===== src/rtl/demod_seq_ctrl.sv =====
// Demodulator sequencer: paces samples into the filter, scales the result into a 14-bit DAC code.
// Define DAC_OFFSET_BIN_EN for an offset-binary data_o; two's complement otherwise.
module demod_seq_ctrl #(
  parameter int DIV_N = 50,
  parameter int TMO_N = 40
) (
  input  logic        clk,
  input  logic        rst,
  input  logic        en,
  input  logic [11:0] rect_in,
  input  logic [31:0] filt_out,
  input  logic        filt_done,
  input  logic [1:0]  shift_sel,
  input  logic        clr,
  output logic        filt_ce,
  output logic [11:0] filt_in,
  output logic [13:0] data_o,
  output logic        dac_upd,
  output logic        overrun,
  output logic        sat
);

  localparam int CNT_W = $clog2(DIV_N);
  localparam int TMO_W = (TMO_N > 2) ? $clog2(TMO_N) : 1;
  localparam logic [CNT_W-1:0] DIV_LAST = CNT_W'(DIV_N - 1);
  // BUSY starts one clock after filt_ce, so expiring at TMO_N-2 lands TMO_N clocks after filt_ce
  localparam logic [TMO_W-1:0] TMO_LAST = TMO_W'(TMO_N - 2);
`ifdef DAC_OFFSET_BIN_EN
  localparam logic [13:0] DATA_RST = 14'h2000;
`else
  localparam logic [13:0] DATA_RST = 14'h0000;
`endif

  typedef enum logic [2:0] {IDLE, WAIT, CAPT, FIRE, BUSY, OUT} state_t;

  state_t           state;
  state_t           state_nxt;
  logic [CNT_W-1:0] div_cnt;
  logic [TMO_W-1:0] tmo_cnt;
  logic [16:0]      acc_q;
  logic             tick;
  logic             tmo_expire;
  logic             ovr_set;
  logic             sat_set;
  logic             slice_ovf;
  logic [13:0]      slice;
  logic [13:0]      scaled;
  logic [13:0]      dac_code;
  logic             unused_low_bits;

  // Only filt_out[31:15] can reach any output slice
  assign unused_low_bits = &{1'b0, filt_out[14:0]};

  assign tick    = en && (state != IDLE) && (div_cnt == DIV_LAST);
  assign filt_ce = en && (state == FIRE);
  assign dac_upd = en && (state == OUT);
  assign ovr_set = (tick && (state != WAIT)) || tmo_expire;
  assign sat_set = en && (state == OUT) && slice_ovf;

  always_comb begin
    state_nxt  = state;
    tmo_expire = 1'b0;
    if (!en) begin
      state_nxt = IDLE;
    end else begin
      case (state)
        IDLE: state_nxt = WAIT;
        WAIT: if (tick) state_nxt = CAPT;
        CAPT: state_nxt = FIRE;
        FIRE: state_nxt = BUSY;
        BUSY: begin
          if (filt_done) begin
            state_nxt = OUT;
          end else if (tmo_cnt == TMO_LAST) begin
            state_nxt  = WAIT;
            tmo_expire = 1'b1;
          end
        end
        OUT:     state_nxt = WAIT;
        default: state_nxt = IDLE;
      endcase
    end
  end

  // acc_q[k] holds filt_out[k+15]; overflow means discarded upper bits disagree with the slice sign
  always_comb begin
    slice     = acc_q[15:2];
    slice_ovf = 1'b0;
    case (shift_sel)
      2'd0: begin
        slice     = acc_q[15:2];
        slice_ovf = acc_q[16] != acc_q[15];
      end
      2'd1: begin
        slice     = acc_q[14:1];
        slice_ovf = acc_q[16:14] != {3{acc_q[14]}};
      end
      2'd2: begin
        slice     = acc_q[13:0];
        slice_ovf = acc_q[16:13] != {4{acc_q[13]}};
      end
      default: begin
        slice     = acc_q[16:3];
        slice_ovf = 1'b0;
      end
    endcase
    scaled = slice_ovf ? (acc_q[16] ? 14'h2000 : 14'h1FFF) : slice;
`ifdef DAC_OFFSET_BIN_EN
    dac_code = {~scaled[13], scaled[12:0]};
`else
    dac_code = scaled;
`endif
  end

  // data_o takes the new code on the edge that closes the dac_upd pulse
  always_ff @(posedge clk or negedge rst) begin
    if (!rst) begin
      state   <= IDLE;
      div_cnt <= '0;
      tmo_cnt <= '0;
      acc_q   <= '0;
      filt_in <= '0;
      data_o  <= DATA_RST;
      overrun <= 1'b0;
      sat     <= 1'b0;
    end else begin
      state <= state_nxt;
      if (!en || (state == IDLE) || (div_cnt == DIV_LAST)) div_cnt <= '0;
      else div_cnt <= div_cnt + CNT_W'(1);
      if (state == BUSY) tmo_cnt <= tmo_cnt + TMO_W'(1);
      else tmo_cnt <= '0;
      if (en && (state == CAPT)) filt_in <= rect_in;
      if (en && (state == BUSY) && filt_done) acc_q <= filt_out[31:15];
      if (en && (state == OUT)) data_o <= dac_code;
      overrun <= ovr_set || (overrun && !clr);
      sat     <= sat_set || (sat && !clr);
    end
  end

endmodule

===== config.mk =====
export PLATFORM = sky130hd
export DESIGN_NAME = demod_seq_ctrl
export DESIGN_NICKNAME = d
export VERILOG_FILES = /design/src/rtl/demod_seq_ctrl.sv
export SDC_FILE = /design/constraint.sdc
export NUM_CORES = 1
export LEC_CHECK = 0
export ABC_AREA = 1
export CAP_MARGIN = 25
export CORE_ASPECT_RATIO = 0.9
export CORE_MARGIN = 5
export CORE_UTILIZATION = 45
export CTS_BUF_LIST = sky130_fd_sc_hd__clkbuf_8 sky130_fd_sc_hd__clkbuf_16
export DETAILED_ROUTE_END_ITERATION = 12
export GPL_TIMING_DRIVEN = 0
export PLACE_DENSITY = 0.75
export SLEW_MARGIN = 20
export SYNTH_ARGS = -nofsm -noshare
export SYNTH_HDL_FRONTEND = slang
export SYNTH_SLANG_ARGS = --single-unit

===== constraint.sdc =====
create_clock -name clk -period 3.1 [get_ports clk]
set_input_delay 0.31 -clock clk [delete_from_list [all_inputs] [get_ports clk]]
set_output_delay 0.31 -clock clk [all_outputs]
set_load 0.01 [all_outputs]

After elaboration in Yosys (flattened, before gate mapping)
Cells that the tools add are included.
- add/subtract/negate cells: 2
- equal/unequal tests: 15
- multiplexer cells: 15
- reductions and logical operators: 23
- operators with widths (kind ; count):
    $pmux W14 S3 ; 1
    $mux W14 ; 2
    $pmux W3 S5 ; 1
    $add A6 B1 Y6 const B ; 2
    $eq A6 B6 Y1 const B ; 2
    $mux W3 ; 4
    $mux W6 ; 2
    $logic_and A1 B1 Y1 ; 11
    $eq A3 B2 Y1 const B ; 2
    $eq A3 B3 Y1 const B ; 2
    $logic_or A1 B1 Y1 ; 5
    $mux W1 ; 4
    $ne A4 B4 Y1 const B ; 1
    $eq A3 B1 Y1 const B ; 1
    $logic_not A3 Y1 ; 1
    $ne A3 B1 Y1 const B ; 1
    $ne A3 B3 Y1 ; 1
    $ne A3 B3 Y1 const B ; 1
    $pmux W1 S3 ; 1
    $reduce_bool A3 Y1 ; 1
    $eq A2 B1 Y1 const B ; 1
    $eq A2 B2 Y1 const B ; 1
    $logic_not A1 Y1 ; 2
    $logic_not A2 Y1 ; 1
    other kinds (4) ; 4
- register bits after elaboration: 60
- output and inout port bits: 30

Logic depth before layout (Yosys ltp)
- depth in word-level cells: 7
- mapped depth: 11
- depth with buffers taken out: 10

Worst setup path after synthesis
No wires, ideal clock.
- path type: register to register
- from: register state[1]
- to: register acc_q[15]
- library setup time: 0.076 ns
- data arrival time: 1.172 ns
- path slack: 1.851 ns
- cell stages (with the launch flop): 9
- path through: dfrtp_1 -> nor2_2 -> nand2_2 -> inv_2 -> nand3_2 -> inv_2 -> buf_4 -> nand2_1 -> o21ai_1
- cells in the longest elaborated chain, start to end: 3
- RTL lines (element ; line ; RTL):
    start: declaration ; 36 ; state_t state;
    start signal: assignment ; 127 ; state <= state_nxt;
    $eq A3 B3 Y1 ; 133 ; if (en && (state == BUSY) && filt_done) acc_q <= filt_out[31:15];
    $logic_and A1 B1 Y1 (2 in a row) ; 133 ;
    end signal: assignment ; 133 ;
    end: declaration ; 40 ; logic [16:0] acc_q;
No other way between the ends.
A chain may end at the register's enable or synchronous reset.

Final worst setup path
- from: input en
- to: output dac_upd
- cells in the longest elaborated chain, start to end: 1
- RTL lines (element ; line ; RTL):
    start: declaration ; 9 ; input logic en,
    $logic_and A1 B1 Y1 ; 56 ; assign dac_upd = en && (state == OUT);
    end: declaration ; 18 ; output logic dac_upd,
No other way between the ends.

==> summary.txt <==
Outcome
  • Status: complete, no violations

STA
  • Worst Tran Pin Value: 0.3499 ns
  • RSZ-0062 raised after global routing: no
  • Hold_ws: 0.4167 ns
  • Setup violators final: 0
  • Min Tclk post-route: 2.408 ns
  • Setup_tns: 0 ns
  • Worst slew margin: 76.50%
  • Hold Vio Cnt, Final: 0
  • Worst Skew: 0.007743 ns
  • Final Slew Violations: 0
  • Fmax: approximately 420 MHz
  • Tcrit/Tclk final: around 78%

Flow run
  • Max cap viols: 0

Global routing
  • Vias in the first global route: 2876
  • Global-route wire length before repair: between 10000 and 15000 um
  • Total track usage: between 10% and 20%
  • Initial antenna violation count: 0
  • Largest net degree at the start of global routing: 39
  • GRT overflow: 0

Clock tree
  • CTS Buffer Depth: 2
  • Clk pin slew, worst setup/hold paths: 0.06 ns
  • Num Clock Sinks: 60
  • Max H-tree Level: 3
  • Clock latency on the worst-skew pair: around 0.33 ns
  • CTS Buf Count: 9
  • Post-CTS resize count: 0
  • TritonCTS clock tree: done
  • Root Buffer: clkbuf_8

Setup path
  • Critical-path maximum fanout: 10
  • Req. time, crit path: 2.79 ns
  • Crit path cell chain: clkdlybuf4s50_1 > nand2_1 > nor3_4 > buf_4 > clkdlybuf4s50_1
  • Critical Path Source Type: primary input
  • Top cell by count, worst path: clkdlybuf4s50_1
  • Crit. End Element: output port
  • WS Path Type: primary input to output port
  • CP max stage cell: clkdlybuf4s50_1
  • Critical Path Max Stage Delay: slightly above 0.6 ns
  • Worst EP arrival: 2.10 ns

Power
  • PwrDens: approximately 750 nW/um2
  • Leakage: 2.042 nW
  • Peak supply drop: roughly 0.41 mV

Placement
  • HPWL after DPL: about 5300 um
  • Routability cong.: ~0.83
  • Port-buffer cells: 65
  • Placed Cells: between 500 and 600

Logic synthesis
  • Post-Syn Area: ~3100 um2
  • Cells after synthesis: about 400
  • Synth unique cells: 28
  • Synthesis-stage register bit count: 60
  • Sequential-to-total area share from yosys stat: about 48%
  • Mapped Nets: approximately 460
  • Synth warnings: 0
  • Mean Syn Cell Area: 7.681 um2

Drt
  • Total vias in the final route: about 2800
  • Initial detailed-routing violation count: 143
  • Vias/cell: between 4 and 5
  • DRC Markers: 0
  • Routed len/inst: between 10 and 15 um
  • Final ANT Viol Nets: 0
  • Final wirelength: approximately 6900 um
  • 1st-pass router iterations: 4

Finish
  • Share of cells above drive strength 1: 12.76%
  • Diode count: 0
  • Fin cells: 576
  • Area Overhead vs Synth: 31.41%
  • Fill cell total of the finished layout: 622
  • Nets: between 500 and 600

Floorplan
  • Row count: 28
  • DIE AREA: between 8000 and 9000 um2
  • Initial core utilization: 46.62%
  • I/O pins: 81
  • Chip height: 88.78 um
  • Core ar.: 6656 um2
  • Chip Width: ~100 um

Hold path
  • Worst min path class: primary input to async pin
routing by layer:
| layer | wire length (um) | track usage [%] | vias to the layer above |
|---|---|---|---|
| met3 | 358 | 4.413 | 9 |
| li1 | - | - | 1410 |
| met4 | 74 | 7.170 | 0 |
| met5 | 0 | 0 | - |
| met1 | 3108 | 21.20 | 1312 |
| met2 | 3399 | 29.99 | 67 |
path summary, 6_finish.rpt:
kind	start	endpoint	slack, ns	depth (start not counted)
setup reg to reg	state[1]	acc_q[16]	1.63	8
hold reg to reg	filt_in[11]	filt_in[11]	0.47	2
min in group clk	filt_in[11]	filt_in[11]	0.47	2
hold / removal	rst	acc_q[10]	0.42	2
setup / recovery	en	dac_upd	0.69	5
max in group asynchronous	rst	filt_in[10]	2.18	3
per-stage QoR:
stage	utilization, %	total power [mW]	setup WS, ns	area [um2]
final	61.26	3.042	0.6921	4078
after detailed placement	58.35	2.399	0.6878	3884
after global placement	58.08	2.358	-0.1494	3866
after CTS	61.26	3.087	0.6816	4078
after floorplan	-	1.895	1.851	3103
after global routing	61.26	3.276	0.5692	4078
critical path, delay by kind of cell:
| family | cells | cell delay (ns) |
|---|---|---|
| buffers and inverters | 3 | 1.39 |
| and+or+nand+nor | 2 | 0.40 |
power by group:
part | switching [mW] | leakage (nW) | internal, mW
registers | 0.229 | 0.792 | 1.03
logic | 0.567 | 1.14 | 0.554
clock network | 0.288 | 0.106 | 0.379
total | 1.08 | 2.04 | 1.96
synthesized netlist by cell type (all sizes together):
master  instances  area (um2)
buf            13       96.34
ha              4       50.05
a21oi           3       15.01
nor2           23       125.1
dfrtp          60        1501
clkinv          1       5.000
nor3b           2       15.01
nand4          16       100.1
o21a            1       7.510
nand2         224       878.3
nor3            6       52.55
inv            24       90.08
nand3          13       85.08
xor2            1       8.760
xnor2           2       17.52
o21ai          11       55.05
what timing repair did:
item / 4_1_cts / 5_1_grt
endpoints found under the hold margin: 22 / 0
hold buffers: 1 / 0
setup buffers: 0 / 0
placed cells by master (no fill, tap or decap), types with 5 or more instances in the layout:
| cell type | count |
|---|---|
| nor2_1 | 17 |
| nand3_1 | 9 |
| clkdlybuf4s50_1 | 64 |
| buf_4 | 5 |
| nand4_1 | 16 |
| inv_1 | 18 |
| nand2_2 | 12 |
| dfrtp_1 | 60 |
| buf_2 | 7 |
| o21ai_1 | 6 |
| o21ai_0 | 5 |
| clkbuf_8 | 10 |
| inv_2 | 9 |
| nand2_1 | 211 |
cells by family (layout without fill, tap and decap cells):
logic type	Yosys count	after routing	share of synthesized area, %
AO/OA/AOI/OAI	15	15	2.500
XOR/XNOR	3	3	0.8469
adder cells (fa/ha/maj)	4	4	1.613
buffers and inverters	38	120	6.169
flip-flops	60	60	48.39
AND/OR/NAND/NOR	284	284	40.48
state kept, by name (all words and copies together) (netlist names):
register and count:
acc_q 17, data_o 14, filt_in 12, div_cnt 6, tmo_cnt 6, state 3, overrun 1, sat 1
cell type report:
cell class | instances | area, um2 | share of cell area, %
sequential | 60 | 1501 | 36.82
multi-input combinational | 306 | 1410 | 34.58
timing repair buffer | 67 | 678.2 | 16.63
clock buffer | 10 | 137.6 | 3.375
tap | 90 | 112.6 | 2.762
buffer | 13 | 96.34 | 2.363
inverter | 25 | 95.09 | 2.332
clock inverter | 5 | 46.29 | 1.135
Note: power is estimated with default switching activity, not from simulation.
